File: src/rtl/io_fifo_pkg.sv
// Shared sizing helpers for the processor I/O FIFOs (input side now, output side later).
package io_fifo_pkg;

  function automatic int ptrw(input int depth);
    return $clog2(depth);
  endfunction

  function automatic int cntw(input int depth);
    return $clog2(depth) + 1;
  endfunction

endpackage

File: src/rtl/fifo_ptr_ctrl.sv
// Read/write pointers, fill count and empty/full status for a power-of-two FIFO.
module fifo_ptr_ctrl
  import io_fifo_pkg::*;
#(
  parameter int DEPTH = 16,
  localparam int PW = ptrw(DEPTH),
  localparam int CW = cntw(DEPTH)
) (
  input  logic          clk,
  input  logic          rst,
  input  logic          wr_en,
  input  logic          sel,
  output logic          push,
  output logic          pop,
  output logic [PW-1:0] wr_ptr,
  output logic [PW-1:0] rd_ptr,
  output logic [CW-1:0] count,
  output logic          empty,
  output logic          full
);

  logic [PW-1:0] wr_ptr_r;
  logic [PW-1:0] rd_ptr_r;
  logic [CW-1:0] count_r;
  logic          empty_s;
  logic          full_s;
  logic          push_s;
  logic          pop_s;

  // Status comes from the registered count only; a full FIFO never accepts push-through.
  always_comb begin
    empty_s = (count_r == {CW{1'b0}});
    full_s  = (count_r == CW'(DEPTH));
    push_s  = wr_en & ~full_s;
    pop_s   = sel & ~empty_s;
  end

  // Pointer and fill-level state; pointers wrap naturally at the power-of-two depth.
  always_ff @(posedge clk or posedge rst) begin
    if (rst) begin
      wr_ptr_r <= {PW{1'b0}};
      rd_ptr_r <= {PW{1'b0}};
      count_r  <= {CW{1'b0}};
    end else begin
      if (push_s) begin
        wr_ptr_r <= wr_ptr_r + PW'(1);
      end
      if (pop_s) begin
        rd_ptr_r <= rd_ptr_r + PW'(1);
      end
      case ({push_s, pop_s})
        2'b10:   count_r <= count_r + CW'(1);
        2'b01:   count_r <= count_r - CW'(1);
        default: count_r <= count_r;
      endcase
    end
  end

  assign push   = push_s;
  assign pop    = pop_s;
  assign wr_ptr = wr_ptr_r;
  assign rd_ptr = rd_ptr_r;
  assign count  = count_r;
  assign empty  = empty_s;
  assign full   = full_s;

endmodule

File: src/rtl/io_in_fifo.sv
// Show-ahead input FIFO feeding the processor io_in port, with sticky ovf/udf flags.
// Optional fill-threshold interrupt enabled by defining IO_IN_FIFO_ITR_EN.
module io_in_fifo
  import io_fifo_pkg::*;
#(
  parameter int NUBITS = 16,
  parameter int FDEPTH = 16,
  parameter int NUIOIN = 2,
  parameter int PADDR  = 0,
  parameter int ITRLVL = 8,
  localparam int PW = ptrw(FDEPTH),
  localparam int CW = cntw(FDEPTH),
  localparam int AW = (NUIOIN > 1) ? $clog2(NUIOIN) : 1
) (
  input  logic              clk,
  input  logic              rst,
  input  logic              wr_en,
  input  logic [NUBITS-1:0] wr_data,
  output logic              wr_ready,
  input  logic              req_in,
  input  logic [AW-1:0]     addr_in,
  output logic [NUBITS-1:0] io_in,
  output logic              empty,
  output logic              full,
  output logic [CW-1:0]     count,
  input  logic              clr_flags,
  output logic              ovf,
  output logic              udf,
  output logic              itr
);

  logic              sel_s;
  logic              push_s;
  logic              pop_s;
  logic [PW-1:0]     wr_ptr_s;
  logic [PW-1:0]     rd_ptr_s;
  logic [CW-1:0]     count_s;
  logic              empty_s;
  logic              full_s;
  logic [NUBITS-1:0] io_in_s;
  logic              ovf_r;
  logic              udf_r;
  logic [NUBITS-1:0] mem_r [FDEPTH];

  assign sel_s = req_in & (addr_in == AW'(PADDR));

  fifo_ptr_ctrl #(
    .DEPTH (FDEPTH)
  ) u_ptr_ctrl (
    .clk    (clk),
    .rst    (rst),
    .wr_en  (wr_en),
    .sel    (sel_s),
    .push   (push_s),
    .pop    (pop_s),
    .wr_ptr (wr_ptr_s),
    .rd_ptr (rd_ptr_s),
    .count  (count_s),
    .empty  (empty_s),
    .full   (full_s)
  );

  // Storage array; contents are not reset because the pointers define what is valid.
  always_ff @(posedge clk) begin
    if (push_s) begin
      mem_r[wr_ptr_s] <= wr_data;
    end
  end

  // Head word is shown ahead so the processor reads it with zero latency.
  always_comb begin
    io_in_s = {NUBITS{1'b0}};
    if (!empty_s) begin
      io_in_s = mem_r[rd_ptr_s];
    end else begin
      io_in_s = {NUBITS{1'b0}};
    end
  end

  // Sticky error flags; a set condition beats a simultaneous clear.
  always_ff @(posedge clk or posedge rst) begin
    if (rst) begin
      ovf_r <= 1'b0;
      udf_r <= 1'b0;
    end else begin
      if (wr_en & full_s) begin
        ovf_r <= 1'b1;
      end else if (clr_flags) begin
        ovf_r <= 1'b0;
      end
      if (sel_s & empty_s) begin
        udf_r <= 1'b1;
      end else if (clr_flags) begin
        udf_r <= 1'b0;
      end
    end
  end

`ifdef IO_IN_FIFO_ITR_EN
  logic lvl_prev_r;
  logic itr_r;
  logic lvl_now_s;

  assign lvl_now_s = (count_s >= CW'(ITRLVL));

  // Pulse once on the first cycle the level is seen at/above threshold; re-arms below it.
  always_ff @(posedge clk or posedge rst) begin
    if (rst) begin
      lvl_prev_r <= 1'b0;
      itr_r      <= 1'b0;
    end else begin
      lvl_prev_r <= lvl_now_s;
      itr_r      <= lvl_now_s & ~lvl_prev_r;
    end
  end

  assign itr = itr_r;
`else
  assign itr = 1'b0;
`endif

  assign wr_ready = ~full_s;
  assign io_in    = io_in_s;
  assign empty    = empty_s;
  assign full     = full_s;
  assign count    = count_s;
  assign ovf      = ovf_r;
  assign udf      = udf_r;

endmodule
File: config.mk
export PLATFORM = sky130hd
export DESIGN_NAME = io_in_fifo
export DESIGN_NICKNAME = d
export VERILOG_FILES = /design/src/rtl/io_fifo_pkg.sv /design/src/rtl/fifo_ptr_ctrl.sv /design/src/rtl/io_in_fifo.sv
export SDC_FILE = /design/constraint.sdc
export NUM_CORES = 1
export LEC_CHECK = 0
export ABC_AREA = 0
export CORE_MARGIN = 4
export CORE_UTILIZATION = 30
export CTS_CLUSTER_SIZE = 25
export DETAILED_ROUTE_END_ITERATION = 8
export PLACE_DENSITY_LB_ADDON = 0.12
export SETUP_SLACK_MARGIN = 0.5
export SYNTH_ARGS = -nofsm -noshare
export SYNTH_HDL_FRONTEND = slang
export SYNTH_SLANG_ARGS = --single-unit
File: constraint.sdc
create_clock -name clk -period 2.6 [get_ports clk]
set_input_delay 0.52 -clock clk [delete_from_list [all_inputs] [get_ports clk]]
set_output_delay 0.52 -clock clk [all_outputs]
set_load 0.01 [all_outputs]
==> impl_results.rst, run 1 <==
.. list-table::
   :header-rows: 1

   * - Metric
     - Value
   * - Outcome
     - finished with violations
   * - Violations in the final reports
     - negative setup slack
   * - PortBufs
     - 47
   * - Synth top area share
     - 71.74%
   * - Flops & latches, synth
     - roughly 270
   * - Die W
     - slightly below 200 µm
   * - Critical Setup Path Class
     - register to output pin
   * - CP startpoint kind
     - register
   * - TritonCTS clock tree
     - yes
   * - Overall Power
     - 15.72 mW
   * - Placement-stage worst setup slack
     - -75.65 ps
   * - Worst ir drop on vdd
     - 0.6547 mV
   * - Insertion delay to the later sink of the worst-skew pair
     - 570 ps
   * - Overall via count from detail_route
     - 5420
   * - Post-Route Skew
     - a little over 10 ps
   * - Time the worst path needs with I/O delays and setup
     - between 2000 and 3000 ps
   * - Detail-routed net length per standard cell
     - roughly 24 µm
   * - Largest buffer count on any clock path
     - 3
   * - Overflow left after global routing
     - 0
   * - CTS Buf Count
     - 31
   * - Most instantiated library cell after synthesis
     - sky130_fd_sc_hd__edfxtp_1
   * - Series of cell instances along the critical path
     - buf_12, buf_8, buf_12, mux4_2, mux2i_2, o22ai_2, buf_2
   * - Detailed Route Iter0 Violations
     - 254
   * - Total number of placement rows
     - approximately 70
   * - Number of detailed-routing iterations run before antenna repair
     - 4
   * - Synth area leaders
     - sky130_fd_sc_hd__edfxtp_1 (72%), sky130_fd_sc_hd__mux4_2 (13%), sky130_fd_sc_hd__dfrtp_1 (3.5%)
   * - Final number of hold-violating endpoints
     - 0
   * - PD cells
     - 1120 nW/µm²
   * - Total count of max-transition violations in the final report
     - 0
   * - Most prevalent standard cell on the critical path
     - sky130_fd_sc_hd__buf_12
   * - Initial antenna violation count
     - 2
   * - Number of nets in the finished design
     - around 690
   * - Top cell types by occurrence after synthesis
     - sky130_fd_sc_hd__edfxtp_1 (256), sky130_fd_sc_hd__mux4_2 (62), sky130_fd_sc_hd__nor2_1 (29), sky130_fd_sc_hd__mux2i_1 (19), sky130_fd_sc_hd__o22ai_1 (16)
   * - WP buf/inv
     - 4
   * - Family of cells with the greatest summed delay on the critical path
     - multiplexers
   * - Nets in the synthesized netlist
     - about 560
   * - Maximum net fanout on the critical path
     - 6
   * - Sum of routed wire length over all layers
     - ~27000 µm
   * - Post-synthesis sequential area ratio
     - between 70 and 80%
   * - Asr flop ratio synth
     - under 10%
   * - Die span in y
     - between 150 and 200 µm
   * - Number of global-route vias before repair
     - around 6000
   * - Core area
     - around 35000 µm²
   * - Starting density of the core
     - 30.72%
   * - Post-Syn Instances
     - about 530
   * - Synth Flop Type
     - sky130_fd_sc_hd__edfxtp_1
   * - Ratio of cells with drive above 1 in the final layout
     - approximately 40%
   * - Final setup vio count
     - 16
   * - IO Count
     - 49
   * - Max_slew headroom
     - a little over half
   * - Final routed DRC violation total
     - 0
   * - Number of hold-repair buffers added at the cts stage
     - 0
   * - Worst min-delay path class
     - primary input to async pin
   * - Number of sinks driven by the clock tree
     - 271
   * - Slew at the pin closest to its max-slew limit
     - 691.2 ps
   * - Yosys warning count
     - 0
   * - CTS HTree Levels
     - 1
   * - Global placement routability congestion
     - about 0.74
   * - Post-synth EDFFs
     - ~260
   * - Unrepaired setup endpoints after global routing
     - yes
   * - Netlist area before placement
     - about 11000 µm²
   * - Largest stage delay, worst path
     - roughly 500 ps
   * - Final setup slack of the worst path
     - -334.0 ps
   * - Number of nets with antenna violations after routing
     - 0
   * - Global-route wire length before repair
     - 39550 µm
   * - CP required
     - 2080 ps
   * - Critical-path cell with the highest stage delay
     - sky130_fd_sc_hd__dfrtp_4
   * - Part of the cycle the worst path needs
     - 112.8%
   * - Largest net degree at the start of global routing
     - 27
   * - Library cell occupying the most area in the post-synthesis netlist
     - sky130_fd_sc_hd__edfxtp_1
   * - Avg Cell Area, Syn
     - about 20 µm²
   * - Clock transition at path regs
     - around 60 ps
   * - Leakage
     - about 4.7 nW
   * - Area growth from synthesis to layout
     - 30.98%
   * - Unique masters post-synth
     - between 40 and 50
   * - Area of the die
     - 38810 µm²
   * - HPWL after DPL
     - 15900 µm
   * - Maximum clock frequency
     - approximately 0.34 GHz
   * - Final antenna diode count
     - 0
   * - Data arrival time at the worst-slack endpoint
     - around 2400 ps
   * - Global-route usage over all layers
     - a little over an eighth
   * - Root Buffer Master
     - sky130_fd_sc_hd__clkbuf_16
   * - Kind of capture point of the worst setup path
     - output pin
   * - Routed via count divided by cell count
     - about 4.8
   * - Number of max-cap violations
     - 0
## worst paths after layout
check | cells after the start | start | slack (ps) | to
max | 7 | u_ptr_ctrl.rd_ptr[0]$_DFFE_PP0P_ | -330 | io_in[5]
min | 2 | rst | 360 | u_ptr_ctrl.count[4]$_DFFE_PP0P_
max in group asynchronous | 2 | rst | 1730 | u_ptr_ctrl.rd_ptr[0]$_DFFE_PP0P_
min reg2reg | 1 | u_ptr_ctrl.rd_ptr[3]$_DFFE_PP0P_ | 490 | u_ptr_ctrl.rd_ptr[3]$_DFFE_PP0P_
min in group clk | 1 | u_ptr_ctrl.rd_ptr[3]$_DFFE_PP0P_ | 490 | u_ptr_ctrl.rd_ptr[3]$_DFFE_PP0P_
max reg2reg | 14 | u_ptr_ctrl.count[1]$_DFFE_PP0P_ | 110 | u_ptr_ctrl.count[4]$_DFFE_PP0P_
## cell families after synthesis
| group | Yosys count | synth area share [%] |
|---|---|---|
| fa+ha+maj | 8 | 0.9342 |
| buf+inv | 39 | 2.195 |
| mux | 82 | 14.91 |
| simple gates | 64 | 2.943 |
| flops | 271 | 75.25 |
| other cells | 1 | 0.03500 |
| compound gates | 48 | 2.756 |
| xor+xnor | 12 | 0.9808 |
## metal layers
metal	GRT usage (%)	wire (µm)	share of wire (%)	vias up
li1	-	-	-	2405
met2	23.39	13590	51	93
met5	0	17	0.063	-
met1	18.77	11590	43	2892
met4	2.696	363	1.3	2
met3	2.222	1340	5.0	28
## layout by cell type, fill, tap and decap left out, types with 11 or more instances in the layout
| cell | instances |
|---|---|
| sky130_fd_sc_hd__mux2i_1 | 13 |
| sky130_fd_sc_hd__edfxtp_1 | 256 |
| sky130_fd_sc_hd__o22ai_1 | 12 |
| sky130_fd_sc_hd__buf_4 | 22 |
| sky130_fd_sc_hd__clkdlybuf4s50_1 | 23 |
| sky130_fd_sc_hd__o21ai_1 | 12 |
| sky130_fd_sc_hd__buf_2 | 15 |
| sky130_fd_sc_hd__buf_6 | 27 |
| sky130_fd_sc_hd__dfrtp_1 | 11 |
| sky130_fd_sc_hd__mux4_2 | 62 |
| sky130_fd_sc_hd__buf_12 | 25 |
| sky130_fd_sc_hd__clkbuf_16 | 34 |
| sky130_fd_sc_hd__nor2_1 | 13 |
## cell type report
cell class	instances	area [µm²]
Sequential cell	271	8070
Clock buffer	36	794.5
Multi-Input combinational cell	215	2756
Fill cell	3111	20850
Tap cell	455	569.3
Inverter	9	33.78
Clock inverter	20	252.7
Timing Repair Buffer	129	1558
## what timing repair did
action	CTS	global route
endpoints found under the setup margin	43	87
cloned	3	3
setup buffers	16	6
pin swaps	13	7
gates resized for setup	145	45
## flip-flops by register name, indices dropped and copies added, names as in the netlist
register	cells
udf	1
u_ptr_ctrl.wr_ptr	4
mem_r	256
u_ptr_ctrl.count	5
u_ptr_ctrl.rd_ptr	4
ovf	1
## through the flow
stage | instances | cell area, µm² | hold WS [ps] | util [%] | TNS (ps)
floorplan | 525 | 10810 | 421.5 | - | 0
CTS | 1126 | 13720 | 360.9 | 39.33 | -3896
global placement | 1051 | 12300 | 472.2 | 35.27 | -196.1
finish | 1135 | 14030 | 361.8 | 40.23 | -3527
detailed placement | 1051 | 12300 | 480.2 | 35.27 | -331.4
global route | 1135 | 14030 | 428.0 | 40.23 | -4831
## where the power goes
group / internal (mW) / total, mW / leakage (nW) / switching (mW)
sequential: 5.30 / 5.56 / 2.49 / 0.259
clock: 2.69 / 4.42 / 0.508 / 1.73
combinational: 2.88 / 5.74 / 1.71 / 2.87
total: 10.9 / 15.7 / 4.71 / 4.86
(Power assumes the default switching activity.)
==> inputs of run 2 (changes only) <==
--- a/config.mk
+++ b/config.mk
@@ -5,7 +5,7 @@
 export SDC_FILE = /design/constraint.sdc
 export NUM_CORES = 1
 export LEC_CHECK = 0
-export ABC_AREA = 0
+export ABC_AREA = 1
 export CORE_MARGIN = 4
 export CORE_UTILIZATION = 30
 export CTS_CLUSTER_SIZE = 25
==> constraint.sdc (replaced) <==
create_clock -name clk -period 2.6 [get_ports clk]
set_input_delay 0.78 -clock clk [delete_from_list [all_inputs] [get_ports clk]]
set_output_delay 0.78 -clock clk [all_outputs]
set_load 0.01 [all_outputs]
==> impl_results.rst, run 2 <==
.. list-table::
   :header-rows: 1

   * - Metric
     - Value
   * - Number of placed instances with taps included
     - 1549 (+47%)
   * - Avg Cell Area, Syn
     - 11.30 µm² (-45%)
   * - Flip-flop count of the largest register after layout
     - 256 (unchanged)
   * - Outcome
     - finished with violations
   * - Number of nets in the finished design
     - 1202 (+75%)
   * - Post-synth EDFFs
     - 256 (unchanged)
   * - Detail-routed net length per standard cell
     - 21.22 µm (-10%)
   * - Core area
     - 36790 µm² (+5.5%)
   * - Min-Delay Path Depth
     - 2
   * - Final antenna diode count
     - 0 (unchanged)
   * - Initial antenna violation count
     - 0 (-2)
   * - Root Buffer Master
     - sky130_fd_sc_hd__clkbuf_16
   * - Unique masters post-synth
     - 23 (-47%)
   * - Largest net degree at the start of global routing
     - 24 (-11%)
   * - Netlist area before placement
     - 11220 µm² (+4.7%)
   * - Worst ir drop on vdd
     - 0.5055 mV (-23%)
   * - Maximum clock frequency
     - 0.3411 GHz (about the same)
   * - Commonest non-fill, non-tap cell in the layout
     - sky130_fd_sc_hd__nand2_1
   * - Post-route insts no fill
     - 1665 (+47%)
   * - Unrepaired setup endpoints after global routing
     - yes
   * - PD cells
     - 1215 nW/µm² (+8.5%)
   * - Number of nets with antenna violations after routing
     - 0 (unchanged)
   * - Global placement routability congestion
     - 0.7713 (+4.4%)
   * - Yosys warning count
     - 0 (unchanged)
   * - Global-route usage over all layers
     - 16.73% (+3.0 points)
   * - Reg2Reg Depth
     - 17 (+3)
   * - Critical Setup Path Class
     - register to output pin
   * - Kind of capture point of the worst setup path
     - output pin
   * - Number of sinks driven by the clock tree
     - 271 (unchanged)
   * - CP startpoint kind
     - register
   * - Asr flop ratio synth
     - 5.535% (unchanged)
   * - Worst min-delay path class
     - register to register
   * - Largest Register
     - mem_r
   * - Synth area leaders
     - sky130_fd_sc_hd__edfxtp_1 (69%), sky130_fd_sc_hd__nand2_1 (13%), sky130_fd_sc_hd__nand3_1 (3.9%)
   * - Final setup slack of the worst path
     - -331.6 ps (+2.400 ps)
   * - Synth Flop Type
     - sky130_fd_sc_hd__edfxtp_1
   * - Synth top area share
     - 68.50% (-3.2 points)
   * - Total number of placement rows
     - 70 (+2.9%)
   * - Final total negative setup slack
     - -4412 ps (-885.2 ps)
   * - Time the worst path needs with I/O delays and setup
     - 2932 ps (-2.400 ps)
   * - Overall via count from detail_route
     - 7951 (+47%)
   * - Final setup vio count
     - 16 (unchanged)
   * - Max_slew headroom
     - 53.13% (-0.74 points)
   * - Routed via count divided by cell count
     - 4.775 (about the same)
   * - Flops & latches, synth
     - 271 (unchanged)
   * - Number of detailed-routing iterations run before antenna repair
     - 5 (+1)
   * - Final number of hold-violating endpoints
     - 0 (unchanged)
   * - # fillers
     - 3439 (+11%)
   * - Detailed Route Iter0 Violations
     - 509 (+100%)
   * - CTS Buf Count
     - 34 (+9.7%)
   * - Library cell occupying the most area in the post-synthesis netlist
     - sky130_fd_sc_hd__edfxtp_1
   * - PortBufs
     - 47 (unchanged)
   * - Area of the die
     - 40570 µm² (+4.5%)
   * - HPWL after DPL
     - 20100 µm (+26%)
   * - Placement-stage worst setup slack
     - -276.6 ps (-201.0 ps)
   * - CTS HTree Levels
     - 2 (+1)
   * - Sum of routed wire length over all layers
     - 35340 µm (+31%)
   * - Ratio of cells with drive above 1 in the final layout
     - 30.83% (-9.3 points)
   * - Nets in the synthesized netlist
     - 1023 (+84%)
   * - Clock transition at path regs
     - 50 ps (about the same)
   * - Commonest cells after routing, fill and taps aside
     - sky130_fd_sc_hd__nand2_1 (333), sky130_fd_sc_hd__edfxtp_1 (256), sky130_fd_sc_hd__buf_4 (64), sky130_fd_sc_hd__nand3_1 (59), sky130_fd_sc_hd__a21oi_1 (48)
   * - Data arrival time at the worst-slack endpoint
     - 2150 ps (-260 ps)
   * - Starting density of the core
     - 30.51% (-0.21 points)
   * - Overflow left after global routing
     - 0 (unchanged)
   * - Overall Power
     - 19.23 mW (+22%)
   * - TritonCTS clock tree
     - yes
   * - Die W
     - 201.4 µm (+2.2%)
   * - Die span in y
     - 201.4 µm (+2.2%)
   * - Most instantiated library cell after synthesis
     - sky130_fd_sc_hd__nand2_1
   * - Part of the cycle the worst path needs
     - 112.8% (about the same)
   * - Slew at the pin closest to its max-slew limit
     - 700.8 ps (+9.637 ps)
   * - Largest buffer count on any clock path
     - 3 (unchanged)
   * - Maximum net fanout on the critical path
     - 9 (+3)
   * - Post-Syn Instances
     - 993 (+89%)
   * - Insertion delay to the later sink of the worst-skew pair
     - 510 ps (-60 ps)
   * - Top cell types by occurrence after synthesis
     - sky130_fd_sc_hd__nand2_1 (375), sky130_fd_sc_hd__edfxtp_1 (256), sky130_fd_sc_hd__nand3_1 (87), sky130_fd_sc_hd__a21oi_1 (80), sky130_fd_sc_hd__inv_1 (44)
   * - CP required
     - 1820 ps (-260 ps)
   * - Total count of max-transition violations in the final report
     - 0 (unchanged)
   * - IO Count
     - 49 (unchanged)
   * - Number of max-cap violations
     - 0 (unchanged)
   * - Post-Route Skew
     - 29.32 ps (+19.01 ps)
   * - Area growth from synthesis to layout
     - 40.97%
   * - Number of global-route vias before repair
     - 7875 (+32%)
   * - Post-synthesis sequential area ratio
     - 71.85% (-3.4 points)
   * - Final routed DRC violation total
     - 0 (unchanged)
   * - Leakage
     - 6.141 nW (+30%)
   * - Global-route wire length before repair
     - 51290 µm (+30%)
   * - Violations in the final reports
     - negative setup slack
[run 2: changes by cell type after synthesis, sizes merged, moves of 3 or more]
cell,delta
a21oi,+77
nor2b,-4
xnor2,-4
buf,+20
inv,+37
nand2b,-4
nand3,+86
nor3,-3
o21ai,+6
mux4,-62
nand2,+362
nor2,+9
o22ai,-16
mux2i,-19
[run 2: repair_timing]
item	CTS	global route
endpoints found under the setup margin	52	226
setup buffers	26	9
hold buffers	0	0
pin swaps	43	38
gates cloned	13	7
gates resized for setup	245	117
[run 2: cells by family after synthesis]
group                    Yosys count  synth area share, %
AND/OR/NAND/NOR                  503                17.93
flip-flops                       271                71.85
AO/OA/AOI/OAI                    106                4.727
buffers and inverters             96                3.947
XOR/XNOR                           8               0.6244
adder cells (fa/ha/maj)            8               0.8920
other                              1              0.03342
[run 2: path summary, 6_finish.rpt]
path / start / to / slack [ps]
setup / recovery: u_ptr_ctrl.rd_ptr[0]$_DFFE_PP0P_ / io_in[9] / -330
hold / removal: ovf$_DFFE_PP0P_ / ovf$_DFFE_PP0P_ / 520
setup reg to reg: u_ptr_ctrl.count[2]$_DFFE_PP0P_ / u_ptr_ctrl.count[4]$_DFFE_PP0P_ / 360
hold reg to reg: ovf$_DFFE_PP0P_ / ovf$_DFFE_PP0P_ / 520
max in group asynchronous: rst / u_ptr_ctrl.wr_ptr[2]$_DFFE_PP0P_ / 1500
min in group asynchronous: rst / u_ptr_ctrl.count[3]$_DFFE_PP0P_ / 580
[run 2: final cells by class]
class | instances | area, µm² | area share (%)
timing repair buffer | 191 | 2440 | 15.42
clock buffer | 42 | 952.2 | 6.019
sequential | 271 | 8068 | 51.00
inverter | 47 | 197.7 | 1.250
tap | 468 | 585.6 | 3.701
timing repair inverter | 1 | 20.02 | 0.1265
clock inverter | 19 | 200.2 | 1.265
multi-input combinational | 626 | 3357 | 21.22
[run 2: worst max-delay path, stage by stage (launching register included)]
cell and delay [ps]:
sky130_fd_sc_hd__dfrtp_4 510, sky130_fd_sc_hd__buf_12 170, sky130_fd_sc_hd__inv_12 80, sky130_fd_sc_hd__buf_6 100, sky130_fd_sc_hd__buf_12 110, sky130_fd_sc_hd__nand2_1 50, sky130_fd_sc_hd__a21oi_1 180, sky130_fd_sc_hd__a21oi_2 100
sky130_fd_sc_hd__nor2_4 140, sky130_fd_sc_hd__buf_6 110, sky130_fd_sc_hd__buf_6 90
[run 2: metal layers]
| metal | global-route usage (%) | vias up | part of all wire (%) |
|---|---|---|---|
| li1 | - | 3764 | - |
| met1 | 23.59 | 3973 | 46 |
| met2 | 27.55 | 168 | 48 |
| met3 | 2.401 | 46 | 4.2 |
| met4 | 3.931 | 0 | 1.8 |
| met5 | 0 | - | 0 |
[run 2: where the power goes]
part | total, mW | switching, mW | leakage [nW] | internal [mW]
Combinational | 8.95 | 5.00 | 3.07 | 3.96
Sequential | 5.46 | 0.185 | 2.49 | 5.27
Clock | 4.82 | 1.82 | 0.573 | 3.00
[run 2: through the flow]
| step | cell area (µm²) | hold slack, ps | util, % |
|---|---|---|---|
| floorplan | 11220 | 501.4 | - |
| global placement | 13000 | 513.0 | 35.33 |
| detailed placement | 13000 | 523.9 | 35.33 |
| CTS | 15130 | 528.3 | 41.13 |
| global route | 15820 | 550.4 | 43.01 |
| finish | 15820 | 521.2 | 43.01 |
==> inputs of run 3 (changes only) <==
--- a/config.mk
+++ b/config.mk
@@ -6,6 +6,7 @@
 export NUM_CORES = 1
 export LEC_CHECK = 0
 export ABC_AREA = 1
+export CAP_MARGIN = 20
 export CORE_MARGIN = 4
 export CORE_UTILIZATION = 30
 export CTS_CLUSTER_SIZE = 25
==> results of run 3 <==
Same layout as run 2: the final DEF is identical, and so are final timing and power.
